### src/rtl/instr_stream_loader.sv
// instr_stream_loader: packs a host byte stream into big-endian words, bursts them into CPU instruction memory, then releases the CPU.
// Define LOADER_CHECKSUM_EN to add a word checksum that blocks the load on mismatch.
module instr_stream_loader #(
  parameter int DEPTH = 32,
  parameter int AW    = 5
) (
  input  logic          clk,
  input  logic          Reset,
  input  logic          Start,
  input  logic [7:0]    ByteIn,
  input  logic          ByteValid,
  output logic          ByteReady,
  input  logic          LoadDone,
  output logic          CpuReset,
  output logic          LoadInstructions,
  output logic [31:0]   Instruction,
  output logic          Busy,
  output logic [AW:0]   WordsLoaded,
  output logic          Overflow
`ifdef LOADER_CHECKSUM_EN
  ,
  input  logic [31:0]   ExpectedSum,
  output logic [31:0]   Checksum,
  output logic          SumError
`endif
);
  typedef enum logic [2:0] {IDLE, COLLECT, PRELOAD, BURST, RESTART, RUN} state_e;
  state_e      state_q, state_d;
  logic [AW-1:0] wr_q, wr_d, rd_q, rd_d;
  logic [1:0]  cnt_q, cnt_d;
  logic [31:0] word_q, word_d, cur, instr_d;
  logic [AW:0] words_q, words_d;
  logic        ovf_q, ovf_d, ready_d, cpurst_d, load_d, busy_d;
  logic        acc, full_word, commit, start_ok;
  logic [31:0] mem [DEPTH];
`ifdef LOADER_CHECKSUM_EN
  logic [31:0] sum_q, sum_d;
  logic        serr_q, serr_d;
  assign Checksum = sum_q;
  assign SumError = serr_q;
`endif
  assign acc       = state_q == COLLECT && ByteValid && ByteReady;
  assign cur       = acc ? word_q | ({24'd0, ByteIn} << (5'd24 - {cnt_q, 3'd0})) : word_q;
  assign full_word = acc && cnt_q == 2'd3;
  assign commit    = state_q == COLLECT && (full_word || (LoadDone && (cnt_q != 2'd0 || acc)));
  assign start_ok  = Start && (state_q == IDLE || state_q == RUN);
  assign WordsLoaded = words_q;
  assign Overflow    = ovf_q;
  always_comb begin
    state_d = state_q;
    wr_d    = wr_q;
    rd_d    = rd_q;
    cnt_d   = cnt_q;
    word_d  = word_q;
    words_d = words_q;
    ovf_d   = ovf_q | (state_q == COLLECT && ByteValid && !ByteReady);
`ifdef LOADER_CHECKSUM_EN
    sum_d   = commit ? sum_q + cur : sum_q;
    serr_d  = serr_q;
`endif
    if (commit) begin
      wr_d    = wr_q + AW'(1);
      words_d = words_q + (AW+1)'(1);
      word_d  = '0;
      cnt_d   = '0;
    end else if (acc) begin
      word_d = cur;
      cnt_d  = cnt_q + 2'd1;
    end
    case (state_q)
      IDLE:    state_d = Start ? COLLECT : IDLE;
      COLLECT: if (LoadDone) begin
        state_d = PRELOAD;
`ifdef LOADER_CHECKSUM_EN
        if (sum_d != ExpectedSum) begin
          state_d = IDLE;
          serr_d  = 1'b1;
        end
`endif
      end
      PRELOAD: state_d = words_q == '0 ? RESTART : BURST;
      BURST: begin
        rd_d    = rd_q + AW'(1);
        state_d = ({1'b0, rd_q} + (AW+1)'(1)) == words_q ? RESTART : BURST;
      end
      RESTART: state_d = RUN;
      RUN:     state_d = Start ? COLLECT : RUN;
      default: state_d = IDLE;
    endcase
    if (start_ok) begin
      wr_d    = '0;
      rd_d    = '0;
      cnt_d   = '0;
      word_d  = '0;
      words_d = '0;
      ovf_d   = 1'b0;
`ifdef LOADER_CHECKSUM_EN
      sum_d   = '0;
      serr_d  = 1'b0;
`endif
    end
    ready_d  = state_d == COLLECT && words_d < (AW+1)'(DEPTH);
    cpurst_d = !(state_d == BURST || state_d == RUN);
    load_d   = state_d == BURST;
    instr_d  = state_d == BURST ? mem[rd_d] : '0;
    busy_d   = state_d inside {COLLECT, PRELOAD, BURST, RESTART};
  end
  always_ff @(posedge clk or posedge Reset) begin
    if (Reset) begin
      state_q          <= IDLE;
      wr_q             <= '0;
      rd_q             <= '0;
      cnt_q            <= '0;
      word_q           <= '0;
      words_q          <= '0;
      ovf_q            <= 1'b0;
      ByteReady        <= 1'b0;
      CpuReset         <= 1'b1;
      LoadInstructions <= 1'b0;
      Instruction      <= '0;
      Busy             <= 1'b0;
    end else begin
      state_q          <= state_d;
      wr_q             <= wr_d;
      rd_q             <= rd_d;
      cnt_q            <= cnt_d;
      word_q           <= word_d;
      words_q          <= words_d;
      ovf_q            <= ovf_d;
      ByteReady        <= ready_d;
      CpuReset         <= cpurst_d;
      LoadInstructions <= load_d;
      Instruction      <= instr_d;
      Busy             <= busy_d;
    end
  end
`ifdef LOADER_CHECKSUM_EN
  always_ff @(posedge clk or posedge Reset) begin
    if (Reset) begin
      sum_q  <= '0;
      serr_q <= 1'b0;
    end else begin
      sum_q  <= sum_d;
      serr_q <= serr_d;
    end
  end
`endif
  // Buffer is written only while collecting and read only while bursting.
  always_ff @(posedge clk) begin
    if (commit) mem[wr_q] <= cur;
  end
endmodule

### config.mk
export PLATFORM = sky130hd
export DESIGN_NAME = instr_stream_loader
export DESIGN_NICKNAME = d
export VERILOG_FILES = /design/src/rtl/instr_stream_loader.sv
export SDC_FILE = /design/constraint.sdc
export NUM_CORES = 1
export LEC_CHECK = 0
export BUFFER_PORTS_ARGS = -buffer_cell sky130_fd_sc_hd__buf_4
export CAP_MARGIN = 20
export CELL_PAD_IN_SITES_DETAIL_PLACEMENT = 0
export CELL_PAD_IN_SITES_GLOBAL_PLACEMENT = 1
export CORE_MARGIN = 2
export CORE_UTILIZATION = 48
export CTS_CLUSTER_SIZE = 16
export DETAILED_ROUTE_END_ITERATION = 12
export PLACE_DENSITY_LB_ADDON = 0.1
export SYNTH_ARGS = -nofsm -noshare
export SYNTH_HDL_FRONTEND = slang
export SYNTH_SLANG_ARGS = --single-unit
### constraint.sdc
create_clock -name clk -period 3.6 [get_ports clk]
set_input_delay 0.18 -clock clk [delete_from_list [all_inputs] [get_ports clk]]
set_output_delay 0.18 -clock clk [all_outputs]
set_load 0.005 [all_outputs]
After elaboration in Yosys (flattened, before gate mapping)
Memory sizes are Yosys's and may differ from the RTL's.
Cells that the tools add are included.
- add/sub/neg operators: 6
- magnitude comparators: 1
- equal/unequal tests: 12
- shifts and indexed selects: 1
- muxes and demuxes: 23
- bitwise operators: 2
- reductions and logical operators: 20
- operators with widths (kind ; count):
    2-to-1 mux 32 bit ; 5
    bitwise OR 32 bit ; 1
    << shifter 8 x 5 -> 32 bit ; 1
    2-to-1 mux 5 bit ; 4
    case mux 3 bit (6 select lines) ; 1
    equality test 3 x 2 -> 1 bit, second input constant ; 4
    equality test 3 bit, second input constant ; 4
    2-to-1 mux 3 bit ; 4
    2-to-1 mux 6 bit ; 2
    adder 5 x 1 -> 5 bit, second input constant ; 2
    logical AND 1 bit ; 8
    adder 5 x 1 -> 6 bit, second input constant ; 1
    adder 6 x 1 -> 6 bit, second input constant ; 1
    equality test 3 x 1 -> 1 bit, second input constant ; 2
    equality test 6 bit ; 1
    zero test 6 bit ; 1
    less-than comparator 6 bit, second input constant ; 1
    2-to-1 mux 2 bit ; 3
    subtractor 5 bit, first input constant ; 1
    logical OR 1 bit ; 4
    2-to-1 mux 1 bit ; 4
    nonzero test 2 bit ; 2
    nonzero test 4 bit ; 1
    zero test 3 bit ; 1
    other kinds (5) ; 6
- register bits after elaboration: 90
- memory bits (writable): 1024
- output and inout port bits: 43
- word-level logic and storage cells: 78
- memories kept: 1
- memory list (name ; depth ; width ; rd ports ; clocked after Yosys merged registers in ; write ports ; RTL line ; RTL):
    mem ; 32 ; 32 ; 1 ; 0 ; 1 ; 35 ; logic [31:0] mem [DEPTH];

Depth between registers and ports, before layout
Gate-level depths: netlist of run 1.
- depth in word-level cells: 11
- mapped depth: 12

Least setup slack after synthesis of run 1
Ideal clock, no wire load.
- path type: reg2reg
- from: register state_q[0]
- to: memory mem[28][0], enable pin
- setup time: 0.421 ns
- arrival time: 3.160 ns
- required time: 3.179 ns
- path slack: 0.019 ns
- stages on the path, launching flop included: 7
- buffers on the path: 2
- period minus slack after synthesis: 3.581 ns
- cell sequence: dfrtp_1 > buf_2 > nor3b_1 > a21boi_1 > clkbuf_1 > nand2_1 > nor2_1
- longest elaborated chain between the ends: 9
- elaborated cells between the ends (all ways): 10
- those cells by class: eq/ne (1); mux (2); reduce/logical (7)
- ends and longest elaborated chain (element ; RTL line ; RTL):
    start: declaration ; 28 ; state_e state_q, state_d;
    start signal: assignment ; 123 ; state_q <= state_d;
    equality test 3 x 1 -> 1 bit (*) ; 42, 45 ;
    logical AND 1 bit (2 in series) ; 42 ; assign acc = state_q == COLLECT && ByteValid && ByteReady;
    logical OR 1 bit ; 45 ; assign commit = state_q == COLLECT && (full_word || (LoadDone && (cnt_q != 2'd0 || acc)));
    logical AND 1 bit ; 45 ;
    logical OR 1 bit ; 45 ;
    logical AND 1 bit (*) ; 45 ;
    2-to-1 mux 1 bit (*) ; 150 ; if (commit) mem[wr_q] <= cur;
    2-to-1 mux 1 bit (not written as such) (*) ; 150 ;
    end: declaration ; 35 ;
Every way passes the cells marked *; elsewhere a longest branch is shown, timed or not.

Final worst setup path of run 1
- from: register state_q[0]
- to: register Instruction[3]
- longest elaborated chain between the ends: 6
- elaborated cells between the ends (all ways): 15
- those cells by class: eq/ne (6); mux (5); reduce/logical (3); memory (1)
- ends and longest elaborated chain (element ; RTL line ; RTL):
    equality test 3 bit / zero test 3 bit (equally long branches) ; 46, 70 ;
    logical OR 1 bit ; 46 ; assign start_ok = Start && (state_q == IDLE || state_q == RUN);
    logical AND 1 bit ; 46 ;
    2-to-1 mux 5 bit ; 90 ; if (start_ok) begin
    memory (32 x 32 bit) ; n/a ;
    2-to-1 mux 32 bit (*) ; 105 ; instr_d = state_d == BURST ? mem[rd_d] : '0;
    named net instr_d[3] ; 31 ; logic [31:0] word_q, word_d, cur, instr_d;
    end signal: assignment ; 133 ; Instruction <= instr_d;
    end: declaration ; 16 ; output logic [31:0] Instruction,
The timed path passes the listed nets; every way through them passes the cells marked *.
A chain may end at the register's enable or synchronous reset.

==> run_results.csv, run 1 <==
group,metric,value,unit
drt,post_drt_wl_per_cell,30.0,microns
sta,finClkSkew,0.0211,ns
die,die_h,310,microns
global_route,grt_pass1_vias,28000,
cts,clk_pin_slew_worst_paths,0.06,ns
die,ios,56,
min_path,hold_path_class,"primary input to async pin",
cells_and_area,area_delta_synth_final,15.3,%
cells_and_area,stdcell_area,0.0518,sq mm
die,die_area,0.0961,sq mm
job,maxCapViolCount,0,
die,rows,112,
critical_path,arrival,3.89,ns
synth,ys.flop_type,"edfxtp_1",
synth,syn-instance-count,3076,
synth,synth_seq_cells,1114,
sta,fin_crit_sh,0.927,
cells_and_area,fill_cells,7493,
sta,max_freq,300,MHz
synth,synth-async-reset-ratio,0.0808,
outcome,outcome,"completed",
drt,drtPass1Iterations,5,
global_route,grt_max_degree,116,
placement,dp_hpwl,75.2,mm
die,die-width,310,microns
die,initial_core_util,0.483,
sta,slew_headroom,0.458,
sta,hold_viol,0,
global_route,grt_usage,0.282,
drt,detail_route.vias_per_cell,6.36,
global_route,grt_overflow,0,
drt,routed-wl-met3,10.4,mm
synth,yosysUniqueCellTypes,52,
synth,yosysWarnings,0,
drt,ant_nets,0,
cts,cts_made_buffers,114,
critical_path,setup.worst_path.class,"flip-flop to flip-flop",
cells_and_area,multi_input_area,0.0110,sq mm
synth,netlist_area,0.0449,sq mm
cells_and_area,nNetsFinal,3190,
critical_path,end_kind,"flip-flop",
drt,drt-initial-drc-count,3353,
drt,drt_wl_total,135,mm
sta,drv_slew,0,
cts,clk_latency,0.69,ns
cells_and_area,seq_area,0.0330,sq mm
drt,vias,28700,
sta,setup_viol,0,
global_route,antenna_found_initial,2,
pwr,p_per_area,738,mW/mm^2
drt,wl_met1,58.3,mm
drt,maxUsedRoutingLayer,"met4",
sta,hold_ws,0.190,ns
cts,htree_levels,3,
sta,min_period,3.34,ns
pwr,max-vdd-ir-drop,0.615,mV
cts,cts_tree,"built",
placement,place_area,0.0480,sq mm
critical_path,critPathLaunchType,"flip-flop",
cells_and_area,antennaDiodeCount,0,
cts,clockBufferDepth,3,
critical_path,crit_fanout,97,
sta,rsz0062_at_grt,"no",
sta,worstMarginPinSlew,0.810,ns
global_route,grt_first_pass_wirelength,194,mm
placement,port_buffers,55,
cells_and_area,drive_above_1_share,0.143,
synth,syn_nets,3098,
cts,root_buffer,"clkbuf_16",
synth,synth_edf_count,1024,
die,core-area,0.0930,sq mm
drt,remaining_drc_errors,0,
cts,clock_sinks,1114,
pwr,p_leak,18.1,nW
synth,syn_avg_cell_area,14.6,sq um
placement,gp_congestion,0.796,
critical_path,worstPathRequired,4.16,ns
drt,met2_wirelength,63.2,mm
sta,tns,0,ns
synth,ys_seq_area_frac,0.734,
==> critical path: stages (launching register included) <==
cell	delay, ns
dfrtp_1	0.56
xor2_1	0.23
o211ai_4	0.38
buf_12	0.34
buf_12	0.32
a21boi_0	0.13
o311ai_0	0.34
o22ai_1	0.19
a211oi_1	0.42
o22ai_1	0.15
==> cell type report <==
cell class / count / area share
flip-flops and latches: 1114 / 0.637
multi-input cells: 1669 / 0.212
clock inverters: 57 / 0.0107
well taps: 1254 / 0.0303
clock buffers: 153 / 0.0614
inverters: 16 / 0.00152
repair buffers: 253 / 0.0469
==> timing repair <==
item / in CTS / in global routing
buffers inserted: 0 / 3
resized for setup: 0 / 1
hold buffers: 7 / 0
endpoints found under the hold margin: 53 / 0
endpoints found under the setup margin: 0 / 3
==> through the flow <==
step	std cells	util	total power, mW	setup WS, ns
2_1_floorplan	3076	-	22.3	0.0191
3_3_place_gp	4295	0.515	26.3	0.218
3_5_place_dp	4296	0.516	26.6	0.149
4_1_cts	4513	0.556	38.3	0.145
5_1_grt	4516	0.557	39.8	0.0895
6_report	4516	0.557	38.2	0.263
==> synth_stat cells, types with 22 or more instances <==
| master | count | area (sq um) |
|---|---|---|
| a21o_1 | 34 | 255 |
| o311ai_1 | 22 | 193 |
| a21boi_0 | 128 | 961 |
| clkbuf_1 | 168 | 631 |
| nand2_1 | 206 | 773 |
| dfrtp_1 | 89 | 2230 |
| and3_1 | 321 | 2010 |
| o22ai_1 | 97 | 607 |
| o311ai_0 | 106 | 928 |
| a21oi_1 | 197 | 986 |
| nor2_1 | 58 | 218 |
| a211oi_1 | 320 | 2400 |
| edfxtp_1 | 1024 | 30700 |
| nor2b_1 | 32 | 200 |
| buf_2 | 87 | 435 |
| a22oi_1 | 64 | 480 |
==> power breakdown <==
part | total [mW] | internal (mW) | switching [mW] | leakage (nW)
logic | 11.2 | 3.75 | 7.47 | 5.35
clock network | 11.8 | 6.89 | 4.91 | 1.85
registers | 15.2 | 14.9 | 0.284 | 10.9
==> routing by layer <==
| layer | global-route usage | vias to the layer above |
|---|---|---|
| met5 | 0 | - |
| met4 | 0.0824 | 0 |
| met3 | 0.0456 | 190 |
| met2 | 0.442 | 1242 |
| met1 | 0.409 | 14800 |
| li1 | - | 12400 |
==> worst paths after layout <==
check / startpoint / end / slack [ns] / cells after the start
max: state_q[0] / Instruction[3] / 0.26 / 9
min: Reset / word_q[21] / 0.19 / 3
max reg2reg: state_q[0] / Instruction[3] / 0.26 / 9
min reg2reg: Overflow / Overflow / 0.54 / 2
max in group asynchronous: Reset / Instruction[7] / 2.51 / 4
min in group clk: ByteIn[5] / mem[9][13] / 0.21 / 3
==> layout by cell type (no fill, tap or decap), types with 24 or more instances in the layout <==
cell type | Yosys | layout
dfrtp_1 | 89 | 89
o311ai_0 | 106 | 106
buf_12 | 0 | 39
nor2_4 | 0 | 32
clkbuf_16 | 0 | 117
clkbuf_1 | 168 | 24
a22oi_1 | 64 | 64
a21oi_1 | 197 | 197
clkinv_2 | 0 | 25
nor2b_1 | 32 | 32
buf_4 | 4 | 205
a21o_1 | 34 | 33
edfxtp_1 | 1024 | 1024
nor2_1 | 58 | 26
a211oi_1 | 320 | 320
o22ai_1 | 97 | 97
a21boi_0 | 128 | 128
and3_1 | 321 | 321
nand2_1 | 206 | 205
==> cells by family (layout without fill, tap and decap cells) <==
kind of cell    count (synthesis)  after routing  share of synthesized area
compound gates                986            986                      0.155
simple gates                  654            654                     0.0765
mux                             1              1                   0.000223
fa+ha+maj                       9              9                    0.00251
buf+inv                       293            479                     0.0281
xor+xnor                       19             19                    0.00370
flops                        1114           1114                      0.734
==> registers in the layout, summed over array words and instances (netlist names) <==
name              flops
cnt_q                 2
mem                1024
WordsLoaded           6
Overflow              1
LoadInstructions      1
word_q               32
wr_q                  5
Busy                  1
ByteReady             1
state_q               3
Instruction          32
CpuReset              1
rd_q                  5
(Power assumes the default switching activity.)
==> run 2, diff against run 1 <==
--- a/config.mk
+++ b/config.mk
@@ -10,7 +10,8 @@
 export CELL_PAD_IN_SITES_DETAIL_PLACEMENT = 0
 export CELL_PAD_IN_SITES_GLOBAL_PLACEMENT = 1
 export CORE_MARGIN = 2
-export CORE_UTILIZATION = 48
+export CORE_UTILIZATION = 50
+export CTS_BUF_LIST = sky130_fd_sc_hd__clkbuf_4 sky130_fd_sc_hd__clkbuf_8
 export CTS_CLUSTER_SIZE = 16
 export DETAILED_ROUTE_END_ITERATION = 12
 export PLACE_DENSITY_LB_ADDON = 0.1
==> constraint.sdc (replaced) <==
create_clock -name clk -period 3.6 [get_ports clk]
set_input_delay 0.36 -clock clk [delete_from_list [all_inputs] [get_ports clk]]
set_output_delay 0.36 -clock clk [all_outputs]
set_load 0.005 [all_outputs]
==> run 2 against run 1 <==
Clock skew is 0.029 ns higher. Clock power is 7% lower. Non-clock buffer count is 6 higher. Critical path type unchanged.
==> run_results.csv, run 2 (synthesized netlist as in run 1, its figures left out) <==
group,metric,value,unit
critical_path,worstPathRequired,4.28,ns
die,die_h,304,microns
drt,drtPass1Iterations,5,
pwr,clkPwrFrac,0.292,
sta,hold_viol,0,
drt,remaining_drc_errors,0,
drt,post_drt_wl_per_cell,30.3,microns
cells_and_area,reg_top3,"mem (1024), Instruction (32), word_q (32)",
global_route,grt_max_degree,169,
cells_and_area,nNetsFinal,3260,
pwr,p_per_area,727,mW/mm^2
critical_path,r2r_cells,9,
pwr,p_leak,18.3,nW
pwr,p_sw,12.8,mW
cts,root_buffer,"clkbuf_8",
critical_path,crit_fanout,24,
cts,cts_made_buffers,178,
sta,setup_viol,0,
cells_and_area,fill_cells,6887,
drt,ant_nets,0,
pwr,p_total,37.7,mW
sta,fin_crit_sh,0.945,
die,die_area,0.0923,sq mm
cells_and_area,regMostFlops,"mem",
cts,cts_setup_buffers,0,
cells_and_area,drive_above_1_share,0.177,
cells_and_area,largest_register_ffs,1024,
critical_path,critPathLaunchType,"flip-flop",
sta,drv_slew,0,
min_path,hold_path_class,"primary input to flip-flop",
critical_path,arrival,4.08,ns
job,maxCapViolCount,0,
cts,cts_resized,0,
critical_path,setup.worst_path.class,"flip-flop to flip-flop",
outcome,outcome,"completed",
cts,htree_levels,4,
pwr,swShare,0.341,
die,initial_core_util,0.506,
min_path,hold_depth,2,
drt,drt-initial-drc-count,3246,
die,core-area,0.0888,sq mm
cts,cts_hold_buf,8,
global_route,grt_usage,0.298,
cts,clk_pin_slew_worst_paths,0.06,ns
die,rows,109,
cells_and_area,area_delta_synth_final,15.3,%
sta,finClkSkew,0.0501,ns
global_route,grt_overflow,0,
sta,rsz0062_at_grt,"no",
placement,gp_congestion,0.810,
drt,drt_wl_total,138,mm
die,ios,56,
cells_and_area,final_common_cell,"edfxtp_1",
sta,max_freq,294,MHz
global_route,antenna_found_initial,4,
cts,cts_tree,"built",
cts,clockBufferDepth,3,
cts,clock_sinks,1114,
sta,slew_headroom,0.393,
sta,tns,0,ns
drt,detail_route.vias_per_cell,6.48,
drt,vias,29500,
die,die-width,304,microns
sta,worstMarginPinSlew,0.911,ns
sta,min_period,3.40,ns
pwr,max-vdd-ir-drop,0.549,mV
pwr,comb_power_share,0.305,
cts,clk_latency,0.85,ns
critical_path,end_kind,"flip-flop",
placement,port_buffers,55,
global_route,grt_pass1_vias,29300,
cells_and_area,most-common-layout-cells,"edfxtp_1 (1024), and3_1 (321), a211oi_1 (320), nand2_1 (205), a21oi_1 (197)",
pwr,seqPwrFrac,0.403,
global_route,grt_first_pass_wirelength,201,mm
pwr,power.internal,24.8,mW
placement,dp_hpwl,74.8,mm
-- run 2: layout make-up --
class / instances / area [sq um] / share of cell area
diodes: 2 / 5.00 / 0.0000965
clock inverters: 52 / 368 / 0.00709
repair buffers: 259 / 2690 / 0.0519
well taps: 1165 / 1460 / 0.0281
inverters: 16 / 78.8 / 0.00152
flip-flops and latches: 1114 / 33000 / 0.637
clock buffers: 271 / 3260 / 0.0629
multi-input cells: 1669 / 11000 / 0.212
-- run 2: routing by layer --
layer  vias to the layer above  GRT usage  share of wire
li1                      12600          -              -
met1                     15200      0.418           0.42
met2                      1409      0.468           0.47
met3                       246     0.0533          0.083
met4                         4      0.113          0.032
met5                         -          0        0.00017
-- run 2: stage by stage --
stage                     cell area [sq um]  std cells   util  hold slack [ns]  worst slack [ns]
after floorplan                       44900       3076      -            0.477            0.0191
after global placement                48100       4215  0.542            0.485             0.231
after detailed placement              48100       4215  0.542            0.494             0.211
after CTS                             51800       4546  0.584           0.0139             0.228
after global routing                  51800       4548  0.584           0.0430            0.0217
final                                 51800       4548  0.584            0.101             0.198
-- run 2: critical path: stages (launching register included) --
cell      delay [ns]
dfrtp_1         0.54
xor2_1          0.44
nor2_1          0.15
o221a_4         0.47
buf_12          0.25
buf_4           0.19
o311ai_0        0.39
o22ai_1         0.13
a211oi_1        0.44
o22ai_1         0.23
-- run 2: power by group through the flow --
stage          sequential (mW)  combinational, mW  clock [mW]
2_1_floorplan             15.3               7.00           0
3_3_place_gp              15.4               11.2           0
3_5_place_dp              15.4               11.4           0
4_1_cts                   15.2               11.4        11.1
5_1_grt                   15.2               12.4        11.7
6_report                  15.2               11.5        11.0
-- run 2: final timing paths --
check | from | to | slack (ns)
worst min-delay path | ByteIn[7] | mem[26][23] | 0.10
max in group asynchronous | Reset | cnt_q[0] | 2.43
worst max register to register | state_q[0] | Instruction[9] | 0.20
worst max-delay path | state_q[0] | Instruction[9] | 0.20
min in group asynchronous | Reset | word_q[14] | 0.29
worst min register to register | Overflow | Overflow | 0.50
